[config.mk]
export PLATFORM = sky130hd
export DESIGN_NAME = data_mem_ctrl
export DESIGN_NICKNAME = d
export VERILOG_FILES = /design/src/rtl/data_mem_ctrl.sv
export SDC_FILE = /design/constraint.sdc
export NUM_CORES = 1
export LEC_CHECK = 0
export ABC_AREA = 1
export ABC_CLOCK_PERIOD_IN_PS = 2100
export BUFFER_PORTS_ARGS = -buffer_cell sky130_fd_sc_hd__buf_2
export CORE_UTILIZATION = 29
export CTS_CLUSTER_SIZE = 28
export DETAILED_ROUTE_END_ITERATION = 8
export GPL_TIMING_DRIVEN = 0
export MAX_ROUTING_LAYER = met4
export SYNTH_ARGS = -nofsm -noshare
export SYNTH_HDL_FRONTEND = slang
export SYNTH_SLANG_ARGS = --single-unit
[constraint.sdc]
create_clock -name clk -period 2.1 [get_ports clk]
set_input_delay 0.105 -clock clk [delete_from_list [all_inputs] [get_ports clk]]
set_output_delay 0.105 -clock clk [all_outputs]
set_load 0.02 [all_outputs]
[src/rtl/data_mem_ctrl.sv]
// Data-memory controller: serialises 32-bit MEM-stage loads/stores onto an 8-bit RAM port,
// one selected byte lane per cycle, stalling the pipeline through busy_o.
//   state  | meaning
//   IDLE   | waiting for mem_ce_i; request latched on acceptance
//   ACCESS | one selected lane per cycle, ascending
//   WAIT   | load only: capture the last byte returned by the RAM
//   DONE   | result valid, busy_o low, pipeline advances
module data_mem_ctrl (
    input  logic        clk,
    input  logic        rst,
    input  logic        mem_ce_i,
    input  logic        mem_we_i,
    input  logic [31:0] mem_addr_i,
    input  logic [3:0]  mem_sel_i,
    input  logic [31:0] mem_data_i,
    output logic [31:0] mem_data_o,
    output logic        busy_o,
    output logic [31:0] ram_addr_o,
    output logic        ram_wr_o,
    output logic [7:0]  ram_dout_o,
    input  logic [7:0]  ram_din_i
);

    typedef enum logic [1:0] {
        ST_IDLE   = 2'd0,
        ST_ACCESS = 2'd1,
        ST_WAIT   = 2'd2,
        ST_DONE   = 2'd3
    } state_t;

    state_t      state_q, state_d;
    logic        we_q;
    logic [29:0] addr_q;
    logic [3:0]  sel_q;
    logic [31:0] data_q;
    logic [1:0]  lane_q;
    logic        rd_pend_q;
    logic [1:0]  rd_lane_q;
    logic [31:0] mem_data_q;

    logic [3:0]  above_mask;
    logic [3:0]  remaining;
    logic        last_lane;
    logic        unused_addr_bits;

    assign unused_addr_bits = ^mem_addr_i[1:0];

    function automatic logic [1:0] lowest_lane(input logic [3:0] s);
        logic [1:0] l;
        l = 2'd0;
        for (int i = 3; i >= 0; i--) begin
            if (s[i]) l = 2'(i);
        end
        return l;
    endfunction

    always_comb begin
        case (lane_q)
            2'd0:    above_mask = 4'b1110;
            2'd1:    above_mask = 4'b1100;
            2'd2:    above_mask = 4'b1000;
            default: above_mask = 4'b0000;
        endcase
    end

    assign remaining = sel_q & above_mask;
    assign last_lane = (remaining == 4'b0000);

    always_comb begin
        state_d    = state_q;
        busy_o     = 1'b0;
        ram_wr_o   = 1'b0;
        ram_addr_o = 32'h0;
        ram_dout_o = 8'h0;
        case (state_q)
            ST_IDLE: begin
                busy_o = mem_ce_i;
                if (mem_ce_i) begin
                    state_d = (mem_sel_i == 4'b0000) ? ST_DONE : ST_ACCESS;
                end
            end
            ST_ACCESS: begin
                busy_o     = 1'b1;
                ram_addr_o = {addr_q, lane_q};
                ram_wr_o   = we_q;
                ram_dout_o = we_q ? data_q[{lane_q, 3'b000} +: 8] : 8'h0;
                if (last_lane) begin
                    state_d = we_q ? ST_DONE : ST_WAIT;
                end
            end
            ST_WAIT: begin
                busy_o  = 1'b1;
                state_d = ST_DONE;
            end
            ST_DONE: begin
                state_d = ST_IDLE;
            end
            default: state_d = ST_IDLE;
        endcase
    end

    always_ff @(posedge clk) begin
        if (rst) begin
            state_q    <= ST_IDLE;
            we_q       <= 1'b0;
            addr_q     <= 30'h0;
            sel_q      <= 4'h0;
            data_q     <= 32'h0;
            lane_q     <= 2'd0;
            rd_pend_q  <= 1'b0;
            rd_lane_q  <= 2'd0;
            mem_data_q <= 32'h0;
        end else begin
            state_q <= state_d;
            case (state_q)
                ST_IDLE: begin
                    if (mem_ce_i) begin
                        we_q       <= mem_we_i;
                        addr_q     <= mem_addr_i[31:2];
                        sel_q      <= mem_sel_i;
                        data_q     <= mem_data_i;
                        lane_q     <= lowest_lane(mem_sel_i);
                        rd_pend_q  <= 1'b0;
                        mem_data_q <= 32'h0;
                    end
                end
                ST_ACCESS: begin
                    // RAM returns the byte one cycle after its address, so capture lags issue by one lane
                    if (rd_pend_q) begin
                        mem_data_q[{rd_lane_q, 3'b000} +: 8] <= ram_din_i;
                    end
                    rd_pend_q <= ~we_q;
                    rd_lane_q <= lane_q;
                    if (!last_lane) begin
                        lane_q <= lowest_lane(remaining);
                    end
                end
                ST_WAIT: begin
                    if (rd_pend_q) begin
                        mem_data_q[{rd_lane_q, 3'b000} +: 8] <= ram_din_i;
                    end
                    rd_pend_q <= 1'b0;
                end
                default: ;
            endcase
        end
    end

    assign mem_data_o = mem_data_q;

endmodule

-- Word level (Yosys, flattened, before mapping)
Index checks and enable logic that the tools add are counted.
- bits in registers: 106
- output and inout bits: 74
- add/subtract/negate cells: 1
- equality and inequality tests: 9
- shift-type cells: 3
- muxes and demuxes: 28
- bitwise operators: 2
- reduce and logical (&&, ||, !) cells: 13
- operator list (operator ; count):
    32-bit 2-to-1 mux ; 3
    32-bit case mux with 2 select lines ; 1
    32-bit bitwise mux ; 1
    8-bit by 7-bit variable shift with 32-bit output, first input constant ; 1
    32-bit by 6-bit indexed part select with 8-bit output ; 1
    8-bit by 7-bit indexed part select with 32-bit output ; 1
    2-bit 2-to-1 mux ; 13
    8-bit 2-to-1 mux ; 2
    4-bit case mux with 3 select lines ; 1
    4-bit logical NOT ; 2
    2-bit case mux with 4 select lines ; 1
    5-bit negator with 7-bit output ; 1
    2-bit equality test, second input constant ; 3
    2-bit != test, second input constant ; 3
    2-bit AND reduction ; 3
    3-bit AND reduction ; 2
    4-bit AND ; 1
    2-bit by 1-bit equality test with 1-bit output, second input constant ; 2
    2-bit logical NOT ; 2
    2-bit case mux with 2 select lines ; 1
    2-bit nonzero test ; 2
    1-bit 2-to-1 mux ; 3
    1-bit case mux with 3 select lines ; 1
    3-bit nonzero test ; 1
    4 further kinds ; 4

-- Depth between registers and ports, before layout
- depth after elaboration: 9
- depth in mapped cells: 9

-- Least setup slack after synthesis
OpenSTA, ideal clock, no wires.
- path kind: reg-to-reg
- start: reg rd_lane_q[0]
- end: reg mem_data_q[16] (netlist: mem_data_o[16])
- setup time: 0.070 ns
- arrival time: 1.694 ns
- data required time: 2.030 ns
- slack: 0.335 ns
- cell stages (with the launch flop): 10
- buffers on the path: 1
- clock period less this slack: 1.765 ns
- cell sequence: dfxtp_1 > clkbuf_1 > inv_1 > ha_1 > inv_1 > nor2_1 > nand3_1 > nor2_1 > nand2_1 > a21oi_1
- word-level cells in the longest chain between the ends: 5
- ends and longest elaborated chain (what ; RTL line ; text):
    from (decl) ; 38 ; logic [1:0] rd_lane_q;
    from (signal assigned) ; 133 ; rd_lane_q <= lane_q;
    5-bit negator with 7-bit output * ; 130, 140 ;
    8-bit by 7-bit indexed part select with 32-bit output / 8-bit by 7-bit variable shift with 32-bit output (equally long branches) ; 130, 140 ;
    32-bit bitwise mux * ; 130, 140 ;
    32-bit 2-to-1 mux * ; 129, 139 ;
    32-bit case mux with 2 select lines * ; 115 ; case (state_q)
    to (signal, indexed assignment) ; 130 ; mem_data_q[{rd_lane_q, 3'b000} +: 8] <= ram_din_i;
    to (signal, indexed assignment) ; 140 ; mem_data_q[{rd_lane_q, 3'b000} +: 8] <= ram_din_i;
    to (decl) ; 39 ; logic [31:0] mem_data_q;
Mark *: on every way between the ends. The rest lies on a longest branch, timed or not. The select of a mux whose other input is x is not followed.
A chain may end at the register's enable or synchronous reset.

-- Final worst setup path
- start: reg lane_q[0]
- end: out ram_dout_o[6]
- word-level cells in the longest chain between the ends: 3
- ends and longest elaborated chain (what ; RTL line ; text):
    from (decl) ; 36 ; logic [1:0] lane_q;
    from (signal assigned) ; 122 ; lane_q <= lowest_lane(mem_sel_i);
    from (signal assigned) ; 135 ; lane_q <= lowest_lane(remaining);
    32-bit by 6-bit indexed part select with 8-bit output ; 86 ; ram_dout_o = we_q ? data_q[{lane_q, 3'b000} +: 8] : 8'h0;
    8-bit 2-to-1 mux ; 86 ;
    8-bit 2-to-1 mux ; 75 ; case (state_q)
    to (decl) ; 20 ; output logic [7:0] ram_dout_o,
Every way passes these cells.

==> impl_metrics.py <==
metrics = {
    "timing": {
        "drv_slew": 0,
        "hold_slack_ns": 0.0151,
        "fin_crit_sh_pct": 94.8,
        "setup_viol": 0,
        "tns_ns": 0,
        "relSlewSlack_pct": 65.8,
        "fin_skew_ns": 0.00978,
        "tightest_slew_ns": 0.513,
        "hold_violations": 0,
        "max_freq_mhz": 502,
        "min_period_ns": 1.99,
    },
    "yosys": {
        "yosysSeqAreaShare_pct": 45.4,
        "synthesis.instances": 689,
        "yosys.area.top_type": "dfxtp_1",
        "yosys_warnings": 0,
        "synth_top_area_share_pct": 45.4,
        "synth.distinct_cells": 25,
        "syn_area_per_cell_sq_um": 6.72,
        "syn_area_sq_um": 4630,
        "synth_seq_cells": 105,
        "synth_nets": 777,
        "synth.top_cells.by_area": "dfxtp_1 45%, nor2_1 15%, nand2_1 12%",
    },
    "critical_path": {
        "cp.required_ns": 2.00,
        "r2r_slack_ns": 0.18,
        "criticalPathCategory": "flip-flop to output port",
        "critPathLaunchType": "flip-flop",
        "crit_path_end_kind": "output port",
        "arrival_ns": 1.89,
        "critPathMaxFanout": 10,
    },
    "clocking": {
        "h-tree-depth": 3,
        "cts_made_buffers": 9,
        "clock-root-buffer": "clkbuf_16",
        "worstSkewPairLatency_ns": 0.35,
        "clkTransAtPathRegs_ns": 0.07,
        "numClockSinks": 105,
        "cts_tree": "done",
        "clock_path_buffers": 2,
    },
    "pwr": {
        "p_seq_share_pct": 34.1,
        "power_density_nw_per_um2": 1240,
        "power_frac_clock_pct": 19.7,
        "peakVddDrop_mv": 0.482,
        "p_leak_nw": 3.12,
        "power.internal_mw": 4.55,
        "p_sw_share_pct": 42.9,
        "pwr-share-comb_pct": 46.1,
        "power.switching_mw": 3.42,
    },
    "detailed_routing": {
        "postRouteAntennaNets": 0,
        "vias": 4900,
        "first_pass_iters": 5,
        "viasPerCell": 4.41,
        "wl_um": 13800,
        "wire_per_inst_um": 12.4,
        "drtIter0Drc": 295,
        "drc": 0,
    },
    "final_layout": {
        "fillers": 1665,
        "final_nets": 982,
        "final_area_sq_um": 6400,
        "diodes": 0,
        "syn2layout_area_growth_pct": 38.2,
        "drive_gt1_share_pct": 23.8,
    },
    "placed_design": {
        "gp_congestion": 0.837,
        "numPortBuffers": 150,
        "dp_hpwl_um": 9910,
        "place_area_sq_um": 5650,
    },
    "flow_run": {
        "cap_violations": 0,
    },
    "global_routing": {
        "grt_start_max_net_pins": 18,
        "track_usage_pct": 17.4,
        "antenna_found_initial": 0,
        "grt_pass1_wl_um": 21600,
        "grt_overflow": 0,
        "grt_pass1_vias": 4416,
    },
    "die": {
        "ios": 154,
        "fp-row-count": 45,
        "die_h_um": 128,
        "die-area_sq_um": 16500,
        "dieWidth_um": 128,
        "start_util_pct": 30.1,
        "coreArea_sq_um": 15400,
    },
    "run_status": {
        "status": "complete, no violations",
    },
    "min_path": {
        "timing.hold.worst.class": "primary input to flip-flop",
    },
}
## what timing repair did
item                                    CTS  global route
buffers inserted                          0            11
hold buffers                             32             0
pin swaps                                 0             6
cloned                                    0             1
endpoints found under the setup margin   63            80
hold endpoints to repair                 32             0
resized for setup                         8            15
## power groups by stage
stage	sequential, mW	clock (mW)	combinational [mW]
floorplan	2.75	0	2.31
global placement	2.74	0	3.22
detailed placement	2.75	0	3.23
CTS	2.71	1.64	3.31
global route	2.78	1.70	4.15
finish	2.72	1.57	3.67
## sequential cells by signal, indices dropped and copies added (netlist names)
register,flops
data_q,32
mem_data_o,32
addr_q,30
sel_q,3
lane_q,2
rd_lane_q,2
state_q,2
rd_pend_q,1
we_q,1
## Yosys cell counts
cell,number
nor2_1,191
nand2_1,142
dfxtp_1,105
o21ai_0,77
inv_1,54
a21oi_1,40
clkbuf_1,24
nand3_1,10
a31oi_1,8
ha_1,8
buf_2,6
inv_2,5
nand4_1,4
nor2_4,3
or2_2,2
buf_1,1
clkinv_1,1
nand2_2,1
nand2_4,1
nor2_2,1
o211ai_1,1
o211ai_2,1
o21ai_4,1
o22ai_1,1
or2_4,1
## final timing paths
kind / end / cells past startpoint / from
max: ram_dout_o[6] / 6 / lane_q[0]$_SDFFE_PP0P_
min: data_q[2]$_SDFFE_PP0P_ / 3 / mem_data_i[2]
max reg2reg: mem_data_o[15]$_SDFFE_PP0P_ / 8 / rd_lane_q[0]$_SDFFE_PP0N_
min reg2reg: mem_data_o[30]$_SDFFE_PP0P_ / 2 / mem_data_o[30]$_SDFFE_PP0P_
## per-stage QoR
step	power, mW	util [%]	instances	setup slack [ns]
finish	7.97	41.7	1110	0.109
global route	8.63	41.7	1110	-0.00415
CTS	7.66	40.7	1098	0.0156
detailed placement	5.98	36.7	1050	-0.0380
global placement	5.96	36.7	1050	-0.0534
floorplan	5.06	-	689	0.335
## layout make-up
type	instances	area, sq um	share of cell area, %
repair buffers	193	1170	18.3
inverters	60	233	3.63
clock inverters	7	47.5	0.742
clock buffers	9	225	3.52
flip-flops and latches	105	2100	32.8
well taps	211	264	4.12
multi-input cells	494	2220	34.7
plain buffers	31	138	2.15
## routing by layer
layer	routed length [um]	up-vias	track usage [%]
met5	0	-	-
met4	165	0	6.78
met3	771	12	3.49
met2	6270	149	26.7
met1	6600	2170	22.3
li1	-	2569	-
## critical path, stage by stage, from the launching register on
cell        delay, ns
dfxtp_1          0.37
buf_4            0.21
clkinvlp_4       0.17
nor2_4           0.24
nand2_1          0.08
a31oi_1          0.25
buf_2            0.21
## layout by cell type (no fill, tap or decap), drive strengths merged
cell type / instances
clkinv: 5
clkbuf: 33
dlygate4sd3: 32
dfxtp: 105
dlymetal6s2s: 1
o22ai: 1
nand2: 144
a21oi: 40
nand4: 4
or2: 3
ha: 8
nor2: 196
buf: 167
a31oi: 8
inv: 58
nand3: 10
o21ai: 78
o211ai: 2
clkinvlp: 4
## cells by family after synthesis
group,share of synthesized area (%)
flops,45.4
compound gates,14.6
buf+inv,7.53
simple gates,30.3
fa+ha+maj,2.16
No activity file was read; power rests on OpenSTA's default activity.
